[src/rtl/booth_multiplier_pkg.sv]
// Shared types and constants for the radix-2 Booth multiplier.
package mult_pkg;
    localparam int WIDTH_DEF = 32;
    localparam int ITER_DEF  = WIDTH_DEF;

    typedef enum logic [1:0] {IDLE, RUN, DONE} state_e;
    typedef enum logic [1:0] {NOP, ADD, SUB}   booth_op_e;

    function automatic booth_op_e booth_op(input logic q0, input logic qm1);
        case ({q0, qm1})
            2'b01:   return ADD;
            2'b10:   return SUB;
            default: return NOP;
        endcase
    endfunction
endpackage

[src/rtl/booth_multiplier_if.sv]
// Start/operand/result bundle between the execute stage and the multiplier.
interface booth_multiplier_if import mult_pkg::*; #(parameter int WIDTH = WIDTH_DEF) ();
    logic             ctrl_MULT;
    logic [WIDTH-1:0] data_operandA;
    logic [WIDTH-1:0] data_operandB;
    logic [WIDTH-1:0] data_result;
    logic             data_exception;
    logic             data_resultRDY;
    logic             busy;

    modport master (output ctrl_MULT, data_operandA, data_operandB,
                    input  data_result, data_exception, data_resultRDY, busy);
    modport slave  (input  ctrl_MULT, data_operandA, data_operandB,
                    output data_result, data_exception, data_resultRDY, busy);
endinterface

[src/rtl/booth_multiplier_booth_step.sv]
// One Booth add/sub/nop step on the WIDTH+1-bit accumulator, plus the 32-bit CLA it uses.
module cla_adder32 (
    input  logic [31:0] a_i,
    input  logic [31:0] b_i,
    input  logic        cin_i,
    output logic [31:0] sum_o,
    output logic        cout_o
);
    logic [31:0] g, p;
    logic [32:0] c;

    assign g = a_i & b_i;
    assign p = a_i ^ b_i;

    // 4-bit lookahead groups, group carries chained.
    always_comb begin
        c    = '0;
        c[0] = cin_i;
        for (int j = 0; j < 8; j++) begin
            c[4*j+1] = g[4*j] | (p[4*j] & c[4*j]);
            c[4*j+2] = g[4*j+1] | (p[4*j+1] & g[4*j]) | (p[4*j+1] & p[4*j] & c[4*j]);
            c[4*j+3] = g[4*j+2] | (p[4*j+2] & g[4*j+1]) | (p[4*j+2] & p[4*j+1] & g[4*j])
                     | (p[4*j+2] & p[4*j+1] & p[4*j] & c[4*j]);
            c[4*j+4] = g[4*j+3] | (p[4*j+3] & g[4*j+2]) | (p[4*j+3] & p[4*j+2] & g[4*j+1])
                     | (p[4*j+3] & p[4*j+2] & p[4*j+1] & g[4*j])
                     | (&p[4*j +: 4] & c[4*j]);
        end
    end

    assign sum_o  = p ^ c[31:0];
    assign cout_o = c[32];
endmodule

module booth_step import mult_pkg::*; #(parameter int WIDTH = WIDTH_DEF) (
    input  logic [WIDTH:0] acc_i,
    input  logic [WIDTH:0] m_i,
    input  logic           q0_i,
    input  logic           qm1_i,
    output logic [WIDTH:0] acc_o
);
    booth_op_e        op;
    logic             sub;
    logic [WIDTH:0]   m_sel;
    logic [WIDTH-1:0] sum;
    logic             cout;

    assign op    = booth_op(q0_i, qm1_i);
    assign sub   = (op == SUB);
    assign m_sel = sub ? ~m_i : m_i;

    cla_adder32 u_cla (
        .a_i    (acc_i[WIDTH-1:0]),
        .b_i    (m_sel[WIDTH-1:0]),
        .cin_i  (sub),
        .sum_o  (sum),
        .cout_o (cout)
    );

    // Top accumulator bit finishes the WIDTH+1-bit add from the adder carry-out.
    assign acc_o = (op == NOP) ? acc_i : {acc_i[WIDTH] ^ m_sel[WIDTH] ^ cout, sum};
endmodule

[src/rtl/booth_multiplier.sv]
// Iterative radix-2 Booth signed multiplier, 33-cycle latency, truncated product + overflow.
// MULT_EARLY_EXIT_EN: zero operand at start skips RUN and completes in one cycle.
module booth_multiplier import mult_pkg::*; #(
    parameter int WIDTH = WIDTH_DEF,
    parameter int ITER  = WIDTH
) (
    input logic               clock,
    input logic               reset,
    booth_multiplier_if.slave bus
);
    localparam int PW = 2*WIDTH + 2;

    state_e           state_q, state_d;
    logic [5:0]       cnt_q, cnt_d;
    logic [WIDTH:0]   m_q, m_d;
    logic [PW-1:0]    p_q, p_d;
    logic [WIDTH-1:0] res_q, res_d;
    logic             exc_q, exc_d;

    logic [WIDTH:0]   acc_next;
    logic [PW-1:0]    p_shift;
    logic [WIDTH:0]   hi_bits;

    booth_step #(.WIDTH(WIDTH)) u_step (
        .acc_i (p_q[PW-1:WIDTH+1]),
        .m_i   (m_q),
        .q0_i  (p_q[1]),
        .qm1_i (p_q[0]),
        .acc_o (acc_next)
    );

    assign p_shift = {acc_next[WIDTH], acc_next, p_q[WIDTH:1]};
    // Product bits [2W-1:W-1] must all match for the result to fit signed WIDTH.
    assign hi_bits = p_shift[2*WIDTH:WIDTH];

    always_comb begin
        state_d = state_q;
        cnt_d   = cnt_q;
        m_d     = m_q;
        p_d     = p_q;
        res_d   = res_q;
        exc_d   = exc_q;
        case (state_q)
            IDLE: if (bus.ctrl_MULT) begin
                m_d     = {bus.data_operandA[WIDTH-1], bus.data_operandA};
                p_d     = {{(WIDTH+1){1'b0}}, bus.data_operandB, 1'b0};
                cnt_d   = '0;
                state_d = RUN;
`ifdef MULT_EARLY_EXIT_EN
                if (bus.data_operandA == '0 || bus.data_operandB == '0) begin
                    res_d   = '0;
                    exc_d   = 1'b0;
                    state_d = DONE;
                end
`endif
            end
            RUN: begin
                p_d   = p_shift;
                cnt_d = cnt_q + 6'd1;
                if (cnt_q == 6'(ITER-1)) begin
                    res_d   = p_shift[WIDTH:1];
                    exc_d   = !((&hi_bits) || !(|hi_bits));
                    state_d = DONE;
                end
            end
            DONE:    state_d = IDLE;
            default: state_d = IDLE;
        endcase
    end

    always_ff @(posedge clock) begin
        if (reset) begin
            state_q <= IDLE;
            cnt_q   <= '0;
            m_q     <= '0;
            p_q     <= '0;
            res_q   <= '0;
            exc_q   <= 1'b0;
        end else begin
            state_q <= state_d;
            cnt_q   <= cnt_d;
            m_q     <= m_d;
            p_q     <= p_d;
            res_q   <= res_d;
            exc_q   <= exc_d;
        end
    end

    assign bus.data_result    = res_q;
    assign bus.data_exception = exc_q;
    assign bus.data_resultRDY = (state_q == DONE);
    assign bus.busy           = (state_q == RUN);
endmodule

[src/flat_wrapper.sv]
// flat-port wrapper written by rule: the top's interface ports become plain ports
module booth_multiplier_flat import mult_pkg::*;
#(
    parameter int WIDTH = WIDTH_DEF,
    parameter int ITER  = WIDTH
)
  (clock, reset, bus_ctrl_MULT, bus_data_operandA, bus_data_operandB, bus_data_result, bus_data_exception, bus_data_resultRDY, bus_busy);
  booth_multiplier_if #(.WIDTH(WIDTH)) bus_i ();
  input logic clock;
  input logic reset;
  input wire logic [$bits(bus_i.ctrl_MULT)-1:0] bus_ctrl_MULT;
  input wire logic [$bits(bus_i.data_operandA)-1:0] bus_data_operandA;
  input wire logic [$bits(bus_i.data_operandB)-1:0] bus_data_operandB;
  output wire logic [$bits(bus_i.data_result)-1:0] bus_data_result;
  output wire logic [$bits(bus_i.data_exception)-1:0] bus_data_exception;
  output wire logic [$bits(bus_i.data_resultRDY)-1:0] bus_data_resultRDY;
  output wire logic [$bits(bus_i.busy)-1:0] bus_busy;
  assign bus_i.ctrl_MULT = bus_ctrl_MULT;
  assign bus_i.data_operandA = bus_data_operandA;
  assign bus_i.data_operandB = bus_data_operandB;
  assign bus_data_result = bus_i.data_result;
  assign bus_data_exception = bus_i.data_exception;
  assign bus_data_resultRDY = bus_i.data_resultRDY;
  assign bus_busy = bus_i.busy;
  booth_multiplier #(.WIDTH(WIDTH), .ITER(ITER)) u_core (.clock(clock), .reset(reset), .bus(bus_i));
endmodule
[config.mk]
export PLATFORM = sky130hd
export DESIGN_NAME = booth_multiplier_flat
export DESIGN_NICKNAME = d
export VERILOG_FILES = /design/src/rtl/booth_multiplier_pkg.sv /design/src/rtl/booth_multiplier_if.sv /design/src/rtl/booth_multiplier_booth_step.sv /design/src/rtl/booth_multiplier.sv /design/src/flat_wrapper.sv
export SDC_FILE = /design/constraint.sdc
export NUM_CORES = 1
export LEC_CHECK = 0
export BUFFER_PORTS_ARGS = -buffer_cell sky130_fd_sc_hd__buf_2
export CELL_PAD_IN_SITES_DETAIL_PLACEMENT = 1
export CELL_PAD_IN_SITES_GLOBAL_PLACEMENT = 1
export CORE_AREA = 3 3 139 141
export DETAILED_ROUTE_END_ITERATION = 10
export DIE_AREA = 0 0 142 144
export GPL_ROUTABILITY_DRIVEN = 1
export PLACE_DENSITY_LB_ADDON = 0.05
export SYNTH_ARGS = -nofsm -noshare
export SYNTH_HDL_FRONTEND = slang
export SYNTH_SLANG_ARGS = --single-unit
[constraint.sdc]
create_clock -name clock -period 7.3 [get_ports clock]
set_input_delay 0 -clock clock [delete_from_list [all_inputs] [get_ports clock]]
set_output_delay 0 -clock clock [all_outputs]
set_load 0.005 [all_outputs]
==> results of run 1 <==
cell type report:
class	instances	area [sq um]
Tap cell	229	287
Timing Repair Buffer	157	1040
Fill cell	2185	8630
Inverter	18	67.6
Clock inverter	13	194
Sequential cell	138	2760
Clock buffer	18	439
Multi-Input combinational cell	780	4660
sequential cells by signal, summed over array words and instances, names as in the netlist:
register                   cells
u_core.m_q                    32
u_core.bus.data_result        32
u_core.cnt_q                   6
u_core.state_q                 2
u_core.p_q                    65
u_core.bus.data_exception      1
layout by cell type (no fill, tap or decap), types with 5 or more instances in the layout:
| cell type | netlist | final |
|---|---|---|
| mux2i_1 | 11 | 11 |
| xor2_1 | 43 | 43 |
| o21ai_0 | 14 | 14 |
| nor4_1 | 5 | 5 |
| nand4_1 | 13 | 13 |
| nor2b_1 | 27 | 27 |
| clkinv_4 | 0 | 6 |
| nand2_1 | 153 | 153 |
| mux2_2 | 7 | 7 |
| fa_1 | 7 | 7 |
| nor3_1 | 23 | 23 |
| and3_1 | 6 | 6 |
| o221a_2 | 10 | 10 |
| a2111oi_0 | 10 | 10 |
| buf_2 | 3 | 100 |
| clkbuf_16 | 0 | 17 |
| dfxtp_1 | 138 | 137 |
| a211oi_1 | 8 | 8 |
| a21oi_1 | 135 | 135 |
| dlygate4sd3_1 | 0 | 44 |
| nor2_1 | 157 | 156 |
| buf_4 | 0 | 13 |
| ha_1 | 34 | 33 |
| a22oi_1 | 24 | 24 |
| inv_1 | 18 | 18 |
| nand3_1 | 12 | 12 |
| a21o_1 | 8 | 8 |
worst max-delay path: stages (launching register included):
cell and delay (ns):
dfxtp_1 0.40, ha_2 0.77, xor2_1 0.17, ha_1 0.40, a21oi_2 0.30, o22ai_1 0.15, a22oi_1 0.33, nand3_4 0.20
a31oi_1 0.27, nor2_1 0.11, fa_1 0.41, xor2_1 0.15, mux2i_1 0.23, nand4_1 0.12, nor3_1 0.25, nand4_1 0.13
nor4_1 0.22, nand4_1 0.14, or4_1 0.41, or4_1 0.48, a221o_1 0.32
power by group through the flow:
stage                     combinational, mW  sequential [mW]  clock (mW)
after floorplan                       0.281            0.827           0
after global placement                0.374            0.836           0
after detailed placement              0.380            0.836           0
after CTS                             0.403            0.820       0.962
after global routing                  0.452            0.825       0.995
final                                 0.401            0.821       0.942
worst min path at each step:
stage,startpoint,slack (ns),end,cells past startpoint
floorplan,reset,0.08,u_core.state_q[1]$_SDFFE_PP0P_,1
global placement,bus_data_operandA[27],0.24,u_core.m_q[27]$_SDFFE_PP0P_,3
detailed placement,bus_data_operandA[15],0.25,u_core.m_q[15]$_SDFFE_PP0P_,3
CTS,bus_data_operandB[31],0.003,u_core.p_q[32]$_SDFFE_PP0P_,5
global route,bus_data_operandB[15],0.05,u_core.p_q[16]$_SDFFE_PP0P_,4
finish,bus_data_operandB[20],0.02,u_core.p_q[21]$_SDFFE_PP0P_,5
cell families (layout without fill, tap and decap cells):
| kind of cell | count (synthesis) | in the layout | synth area share [%] |
|---|---|---|---|
| compound gates | 252 | 252 | 20.9 |
| xor+xnor | 46 | 46 | 5.20 |
| fa+ha+maj | 41 | 41 | 7.29 |
| buf+inv | 86 | 206 | 4.31 |
| flops | 138 | 138 | 35.6 |
| mux | 18 | 18 | 2.44 |
| simple gates | 423 | 423 | 24.2 |
routing by layer:
metal / part of all wire, % / vias up / global-route usage, % / wire length [um]
met2: 46 / 99 / 37.2 / 10600
met4: 1.3 / 0 / 6.31 / 294
li1: - / 3701 / - / -
met1: 50 / 3607 / 30.8 / 11400
met5: 0 / - / 0 / 0
met3: 2.5 / 25 / 3.57 / 577
==> metrics.md, run 1 <==
| Metric | Value |
|---|---|
| Part of the power in registers | 37.9% |
| Clk root buf | clkbuf_16 |
| Synth top area cells | dfxtp_1 (36%), a21oi_1 (8.7%), nor2_1 (7.6%) |
| Sw Pwr | 633 uW |
| Fin nets | 1220 |
| Final core utilization | 52.3% |
| Synth cell types | 64 |
| Slew HR | 31.4% |
| HP Class | in2reg |
| Via count | 7432 |
| Final Hold Slack | 0.0174 ns |
| Core area | 18100 sq um |
| Setup TNS | 0 ns |
| Setup Crit Path Kind | reg2reg |
| Initial antenna violation count | 0 |
| WL/cell | 16.9 um |
| Critical Path Source | u_core.p_q[1]$_SDFFE_PP0P_ |
| Max_cap viols | 0 |
| Pwr per Cell Area | 229 nW/um^2 |
| RSZ-0062 raised after global routing | false |
| Top post-synthesis cells by count | nor2_1 (157), nand2_1 (153), dfxtp_1 (138) |
| Max Slew Vio Count | 0 |
| Cells after Synth | 1004 |
| Vias/cell | 5.49 |
| Largest net degree at the start of global routing | 78 |
| Drt initial violations | 315 |
| Worst-Margin Slew | 1.03 ns |
| Die area | 20400 sq um |
| DRC | 0 |
| LEAKAGE | 4.13 nW |
| CP arrival | 6.41 ns |
| CP Capture Type | register |
| Area of the mapped netlist | 7750 sq um |
| Total congestion overflow | 0 |
| Count leader, synth | nor2_1 |
| Worst Setup Slack, final | 1.21 ns |
| Worst reg2reg startpoint | u_core.p_q[1]$_SDFFE_PP0P_ |
| Yosys top cell by area | dfxtp_1 |
| Layout area overhead | 21.9% |
| R2R depth | 20 |
| Synth Register Bits | 138 |
| Detail Placement HPWL | 14800 um |
| CTS buffer count | 17 |
| Final wirelength | 22800 um |
| Final Critical Period | 6.09 ns |
| Endpoints failing hold | 0 |
| Yosys top cell area share | 35.6% |
| Outcome | completed |
| Placed insts | 1278 |
| Mapped Nets | 1112 |
| Setup bufs post-CTS | 0 |
| Post-synth EDFFs | 0 |
| Post-CTS sizing | 0 |
| Die H | 144 um |
| Crit start category | register |
| Dpl ws | 1.28 ns |
| Logic pwr share | 18.5% |
| FFs w/ async S/R, synth | 0% |
| R2r endpoint | u_core.bus.data_exception$_SDFFE_PP0P_ |
| Global-route wire length before repair | 37600 um |
| DRT Pass-1 Iters | 4 |
| Post-route ant nets | 0 |
| Synth warn | 0 |
| Max frequency | 164 MHz |
| Power Total | 2.16 mW |
| CTS tree | yes |
| Die X | 142 um |
| Setup Viol. Count Final | 0 |
| Clk_skew | 0.00968 ns |
| GPL Wtd Cong | 0.848 |
| Clk pwr share | 43.5% |
| Bufs on Longest Clock Path | 2 |
| Row count | 49 |
| Port buffer count | 101 |
| Reg-to-reg setup timing slack | 1.21 ns |
| Sequential-to-total area share from yosys stat | 35.6% |
| Critical Path Sink | u_core.bus.data_exception$_SDFFE_PP0P_ |
| I/O Pins | 102 |
| Sw frac | 29.2% |
| Syn avg cell area | 7.72 sq um |
| Initial Util | 42.9% |
| Hold buffer count at cts | 44 |
| CTS sink cnt | 138 |
| Internal power | 1.53 mW |
| Antenna cells | 0 |
| Fraction of layout cells with a size suffix above 1 | 15.9% |
| CP max FO | 26 |
| Total GRT Usage | 22.6% |
| Post-route clock period utilization | 83.4% |
| Vias in the first global route | 7499 |
| Critical Path RT | 7.62 ns |
| Non-filler cells in the finished layout | 1353 |
| Htree depth | 4 |
| IR drop worst, VDD | 0.000163 V |
| Synth Flop Type | dfxtp_1 |
| Fin area | 9450 sq um |
| Clk slew on worst S/H paths | 0.06 ns |
| Worst skew pair latency | 0.43 ns |
| Post-Place Cell Area | 8380 sq um |
Note: power is estimated with default switching activity, not from simulation.
==> run 2, diff against run 1 <==
CORE_AREA = 3 3 146 148   (was 3 3 139 141)
DIE_AREA = 0 0 149 151   (was 0 0 142 144)
clock period = 5.05 ns   (was 7.3 ns; I/O delays follow)
==> metrics.md, run 2 (same netlist as run 1, synthesis figures left out) <==
| Metric | Value |
|---|---|
| Row count | 52 |
| RSZ-0062 raised after global routing | true |
| DRC | 0 |
| Worst-Margin Slew | 1.01 ns |
| Setup Crit Path Kind | reg2reg |
| Crit start category | register |
| Initial antenna violation count | 0 |
| Total congestion overflow | 0 |
| Vias/cell | 5.29 |
| Met2 usage in global routing | 38.7% |
| Layout area overhead | 34.1% |
| Critical Path RT | 5.35 ns |
| Most used routing layer | met2 |
| Vias in the first global route | 8168 |
| GPL Wtd Cong | 0.809 |
| Post-route clock period utilization | 99.1% |
| Non-filler cells in the finished layout | 1483 |
| Htree depth | 4 |
| Met1 Usage GRT | 30.7% |
| Fin area | 10400 sq um |
| Biggest register | u_core.p_q |
| Antenna cells | 0 |
| CTS buffer count | 17 |
| Final Critical Period | 5.00 ns |
| CTS sink cnt | 138 |
| Final wirelength | 25100 um |
| Drt initial violations | 318 |
| Die X | 149 um |
| Initial Util | 38.4% |
| Die H | 151 um |
| IR drop worst, VDD | 0.000213 V |
| Bufs on Longest Clock Path | 2 |
| CP peak stage delay | 0.43 ns |
| Worst skew pair latency | 0.42 ns |
| CP Capture Type | register |
| CP max FO | 8 |
| WL/cell | 16.9 um |
| Clk slew on worst S/H paths | 0.06 ns |
| Most common cell after layout, fill and taps aside | nor2_1 |
| Setup Viol. Count Final | 0 |
| Clk_skew | 0.00935 ns |
| Die area | 22500 sq um |
| CP arrival | 5.31 ns |
| Commonest cells after routing, fill and taps aside | nor2_1 (153), nand2_1 (149), dfxtp_1 (134), a21oi_1 (128), buf_4 (101) |
| LEAKAGE | 4.62 nW |
| Slowest stage cell, crit path | fa_1 |
| Total GRT Usage | 22.7% |
| Placed insts | 1405 |
| Global-route wire length before repair | 41500 um |
| Largest net degree at the start of global routing | 90 |
| I/O Pins | 102 |
| Endpoints failing hold | 0 |
| Via count | 7847 |
| Post-Place Cell Area | 9090 sq um |
| Clk root buf | clkbuf_16 |
| Max reg flops | 65 |
| Fin nets | 1309 |
| Met3 Track Usage GR | 3.62% |
| Max_cap viols | 0 |
| Port buffer count | 101 |
| Post-route ant nets | 0 |
| Detail Placement HPWL | 16600 um |
| Most common cell on crit path | nand4_1 |
| Max frequency | 200 MHz |
| Pwr per Cell Area | 309 nW/um^2 |
| Core area | 20200 sq um |
| Slew HR | 32.7% |
| Worst-path cell chain | inv_2 -> ha_4 -> buf_12 -> xor2_1 -> ha_1 -> buf_6 -> nand4_1 -> buf_4 -> nor4_4 -> buf_4 -> o21ai_2 -> nand3_4 -> a31oi_4 -> nor2_2 -> fa_1 -> mux2_2 -> nor3_2 -> nand4_1 -> nor4_2 -> nand4_1 -> or4_1 -> or4_1 -> a221o_1 |
| DRT Pass-1 Iters | 5 |
| HP Class | in2reg |
| Max Slew Vio Count | 0 |
| Fraction of layout cells with a size suffix above 1 | 25.9% |
| Outcome | completed |
| CTS tree | yes |
[run 2: cell types whose count changed in the layout (fill, tap and decap cells not counted), moves of 6 or more]
cell / before / now
a21oi_1: 135 / 128
a21oi_2: 1 / 8
buf_4: 13 / 101
dlygate4sd3_1: 44 / 38
[run 2: path summary, 6_finish.rpt]
check	from	endpoint	slack [ns]	cells after the start
setup / recovery	u_core.p_q[0]$_SDFFE_PP0P_	u_core.bus.data_exception$_SDFFE_PP0P_	0.05	23
hold / removal	bus_data_operandB[28]	u_core.p_q[29]$_SDFFE_PP0P_	0.01	5
setup reg to reg	u_core.p_q[0]$_SDFFE_PP0P_	u_core.bus.data_exception$_SDFFE_PP0P_	0.05	23
hold reg to reg	u_core.bus.data_result[25]$_SDFFE_PP0P_	u_core.bus.data_result[25]$_SDFFE_PP0P_	0.45	2
[run 2: area by class of cell]
class	count	area (sq um)
inverters	18	67.6
flip-flops and latches	138	2770
repair buffers	246	1740
fillers	2480	9770
multi-input cells	780	4890
clock buffers	20	447
clock inverters	11	146
well taps	270	338
[run 2: per-layer routing]
metal  up-vias  routed length [um]
li1       3886                   -
met1      3844               12000
met2       103               12100
met3        14                 866
met4         0                 208
met5         -                   0
[run 2: what timing repair did]
action | 4_1_cts | 5_1_grt
hold endpoints to repair | 38 | 0
buffers inserted | 8 | 1
hold buffers | 38 | 0
resized for setup | 54 | 5
pin swaps | 35 | 4
endpoints found under the setup margin | 1 | 1
[run 2: power by group]
| group | switching (mW) | internal (mW) | total (mW) |
|---|---|---|---|
| logic | 0.406 | 0.341 | 0.747 |
| registers | 0.0462 | 1.14 | 1.19 |
| clock network | 0.491 | 0.787 | 1.28 |
| total | 0.943 | 2.27 | 3.21 |
[run 2: through the flow]
| stage | utilization, % | hold slack, ns | TNS (ns) | power [mW] | worst slack (ns) |
|---|---|---|---|---|---|
| after CTS | 51.4 | 0.000376 | -0.0306 | 3.23 | -0.0306 |
| after global placement | 45.1 | 0.240 | -0.132 | 1.86 | -0.132 |
| after floorplan | - | 0.0799 | 0 | 1.60 | 0.0214 |
| final | 51.6 | 0.0132 | 0 | 3.21 | 0.0473 |
| after detailed placement | 45.1 | 0.250 | -0.233 | 1.87 | -0.233 |
| after global routing | 51.6 | 0.0269 | -0.243 | 3.37 | -0.243 |
[run 2: critical path, delay by kind of cell, from the launching register on]
| family | cells | cell delay [ns] |
|---|---|---|
| adder cells (fa/ha/maj) | 3 | 0.92 |
| AO/OA/AOI/OAI | 3 | 0.46 |
| buffers and inverters | 5 | 0.64 |
| AND/OR/NAND/NOR | 10 | 2.08 |
| flip-flops | 1 | 0.33 |
| XOR/XNOR | 1 | 0.14 |
| multiplexers | 1 | 0.30 |
==> run 3, diff against run 2 <==
CAP_MARGIN = 20   (was not set)
CORE_AREA = 2 2 145 147   (was 3 3 146 148)
CTS_BUF_LIST = sky130_fd_sc_hd__clkbuf_16   (was not set)
DIE_AREA = 0 0 147 149   (was 0 0 149 151)
==> metrics.md, run 3 (same netlist as run 1, synthesis figures left out) <==
| Metric | Value |
|---|---|
| Outcome | complete, but fails checks |
| Failing checks | hold timing, setup timing |
| Worst Setup Slack, final | -0.0311 ns |
| Crit start category | register |
| Max_cap viols | 0 |
| Worst-path cell chain | inv_2 -> ha_4 -> buf_12 -> buf_4 -> xor2_1 -> ha_1 -> a211oi_4 -> nor4_4 -> o21ai_2 -> nand3_4 -> nand3_2 -> nand2_2 -> fa_1 -> xor2_1 -> mux2i_1 -> buf_4 -> or4_1 -> or4_1 -> nor3_2 -> and3_1 -> nand4_1 -> a221o_1 |
| Antenna cells | 0 |
| Placed insts | 1408 |
| Crit path buffers/inverters | 4 |
| Detail Placement HPWL | 16100 um |
| Clk slew on worst S/H paths | 0.07 ns |
| Final Critical Period | 5.08 ns |
| Total GRT Usage | 22.7% |
| RSZ-0062 raised after global routing | true |
| IR drop worst, VDD | 0.000201 V |
| I/O Pins | 102 |
| GPL Wtd Cong | 0.851 |
| Worst skew pair latency | 0.43 ns |
| Post-route clock period utilization | 101% |
| Total congestion overflow | 0 |
| Power Total | 3.19 mW |
| Final Hold Slack | -0.00190 ns |
| Die area | 21900 sq um |
| CP max FO | 8 |
| Initial Util | 37.7% |
| Setup Crit Path Kind | reg2reg |
| DRT Pass-1 Iters | 5 |
| Die H | 149 um |
| Non-filler cells in the finished layout | 1493 |
| Layout area overhead | 33.9% |
| CP arrival | 5.39 ns |
| Max Slew Vio Count | 0 |
| Row count | 53 |
| Worst-Margin Slew | 0.964 ns |
| Kind of cell adding the most delay to the critical path | simple AND/OR/NAND/NOR gates |
| WL/cell | 16.3 um |
| Worst reg2reg startpoint | u_core.p_q[0]$_SDFFE_PP0P_ |
| Filler cells | 2520 |
| Htree depth | 4 |
| Worst hold start | bus_data_operandB[22] |
| Critical Path RT | 5.36 ns |
| Biggest register | u_core.p_q |
| CP peak stage delay | 0.54 ns |
| Critical Path Source | u_core.p_q[0]$_SDFFE_PP0P_ |
| Endpoints failing hold | 1 |
| Slowest stage cell, crit path | or4_1 |
| Largest net degree at the start of global routing | 82 |
| Clk_skew | 0.0118 ns |
| Initial antenna violation count | 0 |
| Most common cell after layout, fill and taps aside | nor2_1 |
| Fraction of layout cells with a size suffix above 1 | 25.1% |
| Max frequency | 197 MHz |
| Commonest cells after routing, fill and taps aside | nor2_1 (154), nand2_1 (151), dfxtp_1 (135), a21oi_1 (131), buf_4 (105) |
| Max reg flops | 65 |
| Pwr per Cell Area | 308 nW/um^2 |
| Final wirelength | 24300 um |
| Vias/cell | 5.19 |
| Global-route wire length before repair | 40000 um |
| Post-route ant nets | 0 |
| Port buffer count | 101 |
| Setup TNS | -0.0311 ns |
| CTS sink cnt | 138 |
| DRC | 0 |
| Vias in the first global route | 7808 |
| LEAKAGE | 4.63 nW |
| Setup Viol. Count Final | 1 |
| CTS tree | yes |
| HP Class | in2reg |
| Core area | 20600 sq um |
| Slew HR | 35.5% |
| Clk root buf | clkbuf_16 |
| Bufs on Longest Clock Path | 2 |
| Drt initial violations | 379 |
| Fin nets | 1313 |
| Die X | 147 um |
| CTS buffer count | 17 |
| Via count | 7745 |
| CP Capture Type | register |
==> run 3: cell count changes in the layout (fill, tap and decap cells not counted), moves of 3 or more <==
cell	previous run	this run
inv_6	1	5
buf_4	101	105
a21oi_1	128	131
a21oi_2	8	5
xor2_1	40	43
==> run 3: metrics by stage <==
stage / setup WS [ns] / util, % / cell area (sq um)
6_report: -0.0311 / 50.5 / 10400
5_1_grt: -0.375 / 50.5 / 10400
4_1_cts: -0.0739 / 50.2 / 10300
3_5_place_dp: -0.561 / 44.1 / 9070
3_3_place_gp: -0.352 / 44.1 / 9070
2_1_floorplan: 0.0214 / - / 7770
==> run 3: timing repair <==
action	CTS	global route
buffers inserted	7	5
gates resized for setup	34	6
cloned	1	0
pin swaps	28	16
endpoints found under the setup margin	1	1
hold endpoints to repair	40	0
hold buffers	40	0
==> run 3: final timing paths <==
check | depth (start not counted) | slack, ns | to
worst max-delay path | 22 | -0.03 | u_core.bus.data_exception$_SDFFE_PP0P_
worst min-delay path | 5 | -0.002 | u_core.p_q[23]$_SDFFE_PP0P_
worst max register to register | 22 | -0.03 | u_core.bus.data_exception$_SDFFE_PP0P_
worst min register to register | 2 | 0.45 | u_core.bus.data_result[8]$_SDFFE_PP0P_
==> run 3: cell type report <==
| cell class | instances | area [sq um] | area share, % |
|---|---|---|---|
| flip-flops and latches | 138 | 2770 | 26.7 |
| clock inverters | 15 | 164 | 1.58 |
| inverters | 18 | 67.6 | 0.651 |
| repair buffers | 250 | 1780 | 17.2 |
| clock buffers | 17 | 425 | 4.10 |
| multi-input cells | 780 | 4830 | 46.5 |
| well taps | 275 | 344 | 3.31 |
==> run 3: per-layer routing <==
layer,track usage (%),part of all wire (%),up-vias
li1,-,-,3892
met5,0,0,-
met3,3.82,2.7,16
met2,38.1,48,99
met4,5.00,0.71,0
met1,30.7,49,3738
==> run 3: tightest hold or removal path, stage by stage <==
cell and delay (ns):
buf_2 0.10, nor2_1 0.07, a21oi_1 0.07, nor2_1 0.09, nor3_1 0.06
==> run 3: power breakdown <==
group          internal (mW)  switching (mW)  leakage (nW)
registers               1.14          0.0450          1.13
clock network          0.737           0.537         0.281
logic                  0.341           0.393          3.22
total                   2.22           0.975          4.63
